### src/rtl/dl_ram_writer.sv
// dl_ram_writer
//   Write-side stage behind the SPI download receiver. Byte write strobes
//   (address + data) are queued in a small FIFO and replayed to the shared
//   RAM controller through a level request / one-cycle acknowledge
//   handshake. Strobes are therefore not lost while the controller is busy
//   with CPU or video cycles. The block also produces the CPU-hold and
//   download-complete signals used around a ROM/tape load.
//
// Ports
//   clk          system clock, all logic on the rising edge
//   reset        synchronous active-low reset (0 = reset)
//   downloading  download-active level from the receiver
//   in_wr        one-cycle write strobe; in_a / in_d valid with it
//   mem_req      RAM write request (level); mem_a / mem_d stable while high
//   mem_ack      one-cycle acknowledge from the RAM controller
//   cpu_hold     registered: download active, FIFO non-empty or request out
//   dl_done      one-cycle pulse once a finished download is fully in RAM
//   overflow     sticky: a strobe was dropped because the FIFO was full
//   level        current FIFO occupancy
//   checksum     running byte sum of acknowledged writes
//
// Build option
//   DL_RAM_WRITER_CHECKSUM_EN  when defined, checksum is the 16-bit
//   wrap-around sum of every acknowledged byte since the last rising edge
//   of downloading. When undefined, checksum is tied to zero.

module dl_ram_writer #(
  parameter int DEPTH_LOG2 = 3,
  parameter int AW         = 25
) (
  input  logic                  clk,
  input  logic                  reset,
  input  logic                  downloading,
  input  logic                  in_wr,
  input  logic [AW-1:0]         in_a,
  input  logic [7:0]            in_d,
  output logic                  mem_req,
  output logic [AW-1:0]         mem_a,
  output logic [7:0]            mem_d,
  input  logic                  mem_ack,
  output logic                  cpu_hold,
  output logic                  dl_done,
  output logic                  overflow,
  output logic [DEPTH_LOG2:0]   level,
  output logic [15:0]           checksum
);

  localparam int DEPTH = 1 << DEPTH_LOG2;
  localparam logic [DEPTH_LOG2:0] ONE        = (DEPTH_LOG2+1)'(1);
  localparam logic [DEPTH_LOG2:0] FULL_LEVEL = (DEPTH_LOG2+1)'(DEPTH);
  localparam logic [DEPTH_LOG2:0] LAST_PTR   = (DEPTH_LOG2+1)'(DEPTH - 1);

  localparam logic [1:0] ST_IDLE = 2'd0;
  localparam logic [1:0] ST_REQ  = 2'd1;
  localparam logic [1:0] ST_GAP  = 2'd2;

  logic [1:0]            state;
  logic [AW+7:0]         fifo_mem [DEPTH];
  logic [DEPTH_LOG2:0]   wr_ptr;
  logic [DEPTH_LOG2:0]   rd_ptr;
  logic                  nonempty_q;
  logic                  dl_q;
  logic                  pending;

  logic                  full;
  logic                  empty;
  logic                  pop;
  logic                  push;
  logic                  drop;
  logic                  dl_rise;
  logic [AW+7:0]         head;

  // Pointers run 0..DEPTH-1 and wrap back to zero.
  function automatic logic [DEPTH_LOG2:0] next_ptr(input logic [DEPTH_LOG2:0] p);
    return (p == LAST_PTR) ? '0 : p + ONE;
  endfunction

  assign full    = (level == FULL_LEVEL);
  assign empty   = (level == '0);
  assign pop     = (state == ST_REQ) && mem_ack;
  // A pop in the same cycle frees the slot, so a strobe at full still fits.
  assign push    = in_wr && (!full || pop);
  assign drop    = in_wr && full && !pop;
  assign dl_rise = downloading && !dl_q;
  assign head    = fifo_mem[rd_ptr[DEPTH_LOG2-1:0]];

  // NOTE: the storage array has no reset; an entry is only ever read after
  // it was written, so clearing it would only cost a reset fan-out.
  always_ff @(posedge clk) begin
    if (push) begin
      fifo_mem[wr_ptr[DEPTH_LOG2-1:0]] <= {in_a, in_d};
    end
  end

  // NOTE: all state below uses non-blocking assignments so every register
  // sees the pre-edge values of the others, independent of statement order.
  always_ff @(posedge clk) begin
    if (!reset) begin
      state      <= ST_IDLE;
      wr_ptr     <= '0;
      rd_ptr     <= '0;
      level      <= '0;
      nonempty_q <= 1'b0;
      mem_req    <= 1'b0;
      mem_a      <= '0;
      mem_d      <= '0;
      cpu_hold   <= 1'b0;
      dl_done    <= 1'b0;
      overflow   <= 1'b0;
      pending    <= 1'b0;
      dl_q       <= 1'b0;
    end else begin
      dl_q     <= downloading;
      cpu_hold <= downloading || !empty || mem_req;

      if (push) wr_ptr <= next_ptr(wr_ptr);
      if (pop)  rd_ptr <= next_ptr(rd_ptr);

      case ({push, pop})
        2'b10:   level <= level + ONE;
        2'b01:   level <= level - ONE;
        default: level <= level;
      endcase

      // Occupancy as seen one cycle late: a fresh strobe reaches mem_req two
      // edges after it is sampled. Only REQ pops, and REQ is always followed
      // by GAP, so a stale "non-empty" can never be seen in IDLE.
      nonempty_q <= !empty;

      case (state)
        ST_IDLE: begin
          if (nonempty_q) begin
            mem_a   <= head[AW+7:8];
            mem_d   <= head[7:0];
            mem_req <= 1'b1;
            state   <= ST_REQ;
          end
        end
        ST_REQ: begin
          if (mem_ack) begin
            mem_req <= 1'b0;
            state   <= ST_GAP;
          end
        end
        ST_GAP: begin
          state <= ST_IDLE;
        end
        default: begin
          mem_req <= 1'b0;
          state   <= ST_IDLE;
        end
      endcase

      // A new download clears the sticky flag; a drop in the same cycle
      // still wins so it is never hidden.
      if (dl_rise)   overflow <= 1'b0;
      if (drop)      overflow <= 1'b1;

      dl_done <= 1'b0;
      if (dl_rise) begin
        pending <= 1'b1;
      end else if (pending && !downloading && empty && (state == ST_IDLE)) begin
        pending <= 1'b0;
        dl_done <= 1'b1;
      end
    end
  end

`ifdef DL_RAM_WRITER_CHECKSUM_EN
  always_ff @(posedge clk) begin
    if (!reset) begin
      checksum <= '0;
    end else if (dl_rise) begin
      checksum <= '0;
    end else if (pop) begin
      checksum <= checksum + {8'h00, mem_d};
    end
  end
`else
  assign checksum = 16'h0000;
`endif

endmodule

### config.mk
export PLATFORM = sky130hd
export DESIGN_NAME = dl_ram_writer
export DESIGN_NICKNAME = d
export VERILOG_FILES = /design/src/rtl/dl_ram_writer.sv
export SDC_FILE = /design/constraint.sdc
export NUM_CORES = 1
export LEC_CHECK = 0
export CORE_MARGIN = 8
export CORE_UTILIZATION = 50
export CTS_CLUSTER_DIAMETER = 200
export CTS_CLUSTER_SIZE = 30
export DETAILED_ROUTE_END_ITERATION = 16
export PLACE_DENSITY = 0.7
export SYNTH_ARGS = -nofsm -noshare
export SYNTH_HDL_FRONTEND = slang
export SYNTH_SLANG_ARGS = --single-unit
### constraint.sdc
create_clock -name clk -period 6.6 [get_ports clk]
set_input_delay 1.98 -clock clk [delete_from_list [all_inputs] [get_ports clk]]
set_output_delay 1.98 -clock clk [all_outputs]
set_load 0.01 [all_outputs]
==> impl_metrics.toml <==
[outcome]
status = "complete, no violations"

[layout]
fin_util = 0.5742
final_area_mm2 = 0.01344
stdcell_count = 1028
diodes = 0
drive_above_1_share = 0.1580
area_delta_synth_final_pct = 12.86
fillCellCount = 1796
finalNetCount = 742

[routing]
wl_um = 22490
final_antenna_net_count = 0
remaining_drc_errors = 0
wire_per_inst_um = 21.88
via_per_inst = 5.661
drt_first_iter_violations = 580
vias = 5820
drtPass1Iterations = 5

[timing]
fin_crit_ps = 4112
holdWs_ps = 492.9
rsz0062_at_grt = "false"
worst_slack_ps = 2488
post-route-period-util = 0.6230
worstMarginPinSlew_ps = 1232
setup_tns_ps = 0
relSlewSlack = 0.1764
skew_ps = 29.16
hold_viol = 0
setup_viol = 0
fmax_mhz = 243.2
slew_viol_final = 0

[yosys]
syn_inst = 630
synth_edf_count = 264
netlist_area_mm2 = 0.01191
synth_common_cells = "264 x edfxtp_1, 66 x mux4_2, 54 x dfxtp_1"
yosys.area.top_type = "edfxtp_1"
synth_top_cell_area_share = 0.6659
synthArstFlopShare = 0
avgSynthCellArea_um2 = 18.90
ys_seq_elements = 318
synthTopCellsByArea = "edfxtp_1 67%, mux4_2 12%, dfxtp_1 9.1%"
yosysMostFrequentCell = "edfxtp_1"
ys_warn_count = 0
ys_types = 43
ys.flop_type = "edfxtp_1"
yosysSeqAreaShare = 0.7567

[power_and_ir_drop]
intPower_mw = 2.814
max-vdd-ir-drop_mv = 0.1636
power_mw = 3.571
p_leak_nw = 4.214
powerDensity_mw_per_mm2 = 265.8
power_switching_mw = 0.7573
p_seq_frac = 0.637
switching_share = 0.2120
combPwrFrac = 0.082
clkPwrFrac = 0.281

[critical_path]
cp_cell_sequence = "clkdlybuf4s50_1 > and3b_1 > o211ai_1 > nor2_4"
critPathMaxStageDelay_ps = 1030
path_class = "input pin to flop"
rr_endpoint = "fifo_mem[5][18]"
end_kind = "flop"
r2r_start = "state[0]"
cp.buffers_inverters = 1
critPathSlowestCell = "nor2_4"
worstRegToRegCells = 3
cp.arrival_ps = 4220
reg2reg_setup_slack_ps = 3950
cp_data_required_time_ps = 6710
crit_family = "simple AND/OR/NAND/NOR gates"
start_kind = "input pin"
crit_fanout = 33

[placement]
dp_hpwl_um = 13250
place.port_buffers = 78
gp_congestion = 0.7351
placedCellCount = 1004
dpl_cell_area_mm2 = 0.01302
place_ws_ps = 1990

[floorplanning]
rows = 56
die_area_mm2 = 0.02900
core_mm2 = 0.02340
ios = 95
start_util = 0.5087
die-width_um = 170.3
die_y_um = 170.3

[hold_path]
hold_depth = 1
min_to = "dl_done"
hp-start = "pending"
worstHoldPathType = "flop to flop"

[global_route]
grt_first_pass_wirelength_um = 35270
antenna_found_initial = 0
gr-total-overflow = 0
grt_max_degree = 70
grtUsageTotal = 0.1575
grt_pass1_vias = 6126

[clock_tree]
cts_hold_buf = 0
clockBufferDepth = 3
insertion_delay_ps = 510
post_cts_buffers = 0
cts.sink_count = 318
clk_pin_slew_ps = 120
cts-root-buf = "clkbuf_16"
cts_tree = "done"
ctsResizeCount = 0
cts_buffers = 14
htree_levels = 1

[flow_run]
max_cap_viol_count = 0
## power by group through the flow
stage          clock network (mW)  registers, mW  logic, mW
3_3_place_gp                    0           2.32      0.291
6_report                     1.00           2.28      0.292
5_1_grt                      1.10           2.29      0.320
3_5_place_dp                    0           2.32      0.296
4_1_cts                      1.03           2.28      0.297
2_1_floorplan                   0           2.33      0.132
## placed cells by master, fill, tap and decap left out, types with 4 or more instances in the layout
cell,instances
nor2b_1,4
edfxtp_1,264
clkbuf_16,15
nor2_1,36
o22ai_1,33
clkbuf_1,8
and2_1,7
buf_4,14
nand2_1,16
conb_1,16
nand2b_1,9
clkdlybuf4s50_1,77
mux4_2,66
nor3_2,4
mux2i_1,5
dfxtp_1,52
o21ai_0,36
## final cells by class
class	count	area (um^2)	share of cell area
multi-input combinational	274	2715	0.2021
inverter	1	3.754	0.0002794
clock buffer	23	405.4	0.03017
timing repair buffer	92	880.8	0.06556
clock inverter	1	16.27	0.001211
sequential	318	9016	0.6710
tap	319	399.1	0.02970
## metal layers
layer  vias to the layer above  share of wire  wire (um)  track usage
met5                         -              0          0            0
met2                       177           0.49      11130       0.2615
met3                        20          0.057       1275      0.02572
li1                       2615              -          -            -
met1                      3008           0.44       9788       0.2149
met4                         0          0.013        294      0.03966
## flip-flops by register name, indices dropped and copies added (netlist names), 2 cells and up
signal,flops
fifo_mem,264
mem_a,25
mem_d,8
state,2
wr_ptr,4
level,4
rd_ptr,4
## cells by family after synthesis
family | share of synthesized area
flip-flops | 0.7567
XOR/XNOR | 0.002207
buffers and inverters | 0.02512
adder cells (fa/ha/maj) | 0.003153
AO/OA/AOI/OAI | 0.04362
other | 0.0003150
multiplexers | 0.1291
AND/OR/NAND/NOR | 0.03983
## worst register-to-register path, stage by stage (launching register included)
cell and delay (ps):
dfxtp_1 490, and3b_1 410, o211ai_1 310, nor2_4 1030
## worst max-delay path by stage
stage                                 end  slack [ps]  depth (start not counted)  startpoint
final                     fifo_mem[5][18]        2490                          4     mem_ack
after global placement     fifo_mem[5][0]        2030                          4     mem_ack
after detailed placement  fifo_mem[5][18]        1990                          4     mem_ack
after CTS                 fifo_mem[5][13]        2470                          4     mem_ack
after global routing      fifo_mem[5][13]        2350                          4     mem_ack
after floorplan            fifo_mem[0][0]         580                          4     mem_ack
Note: power is estimated with default switching activity, not from simulation.
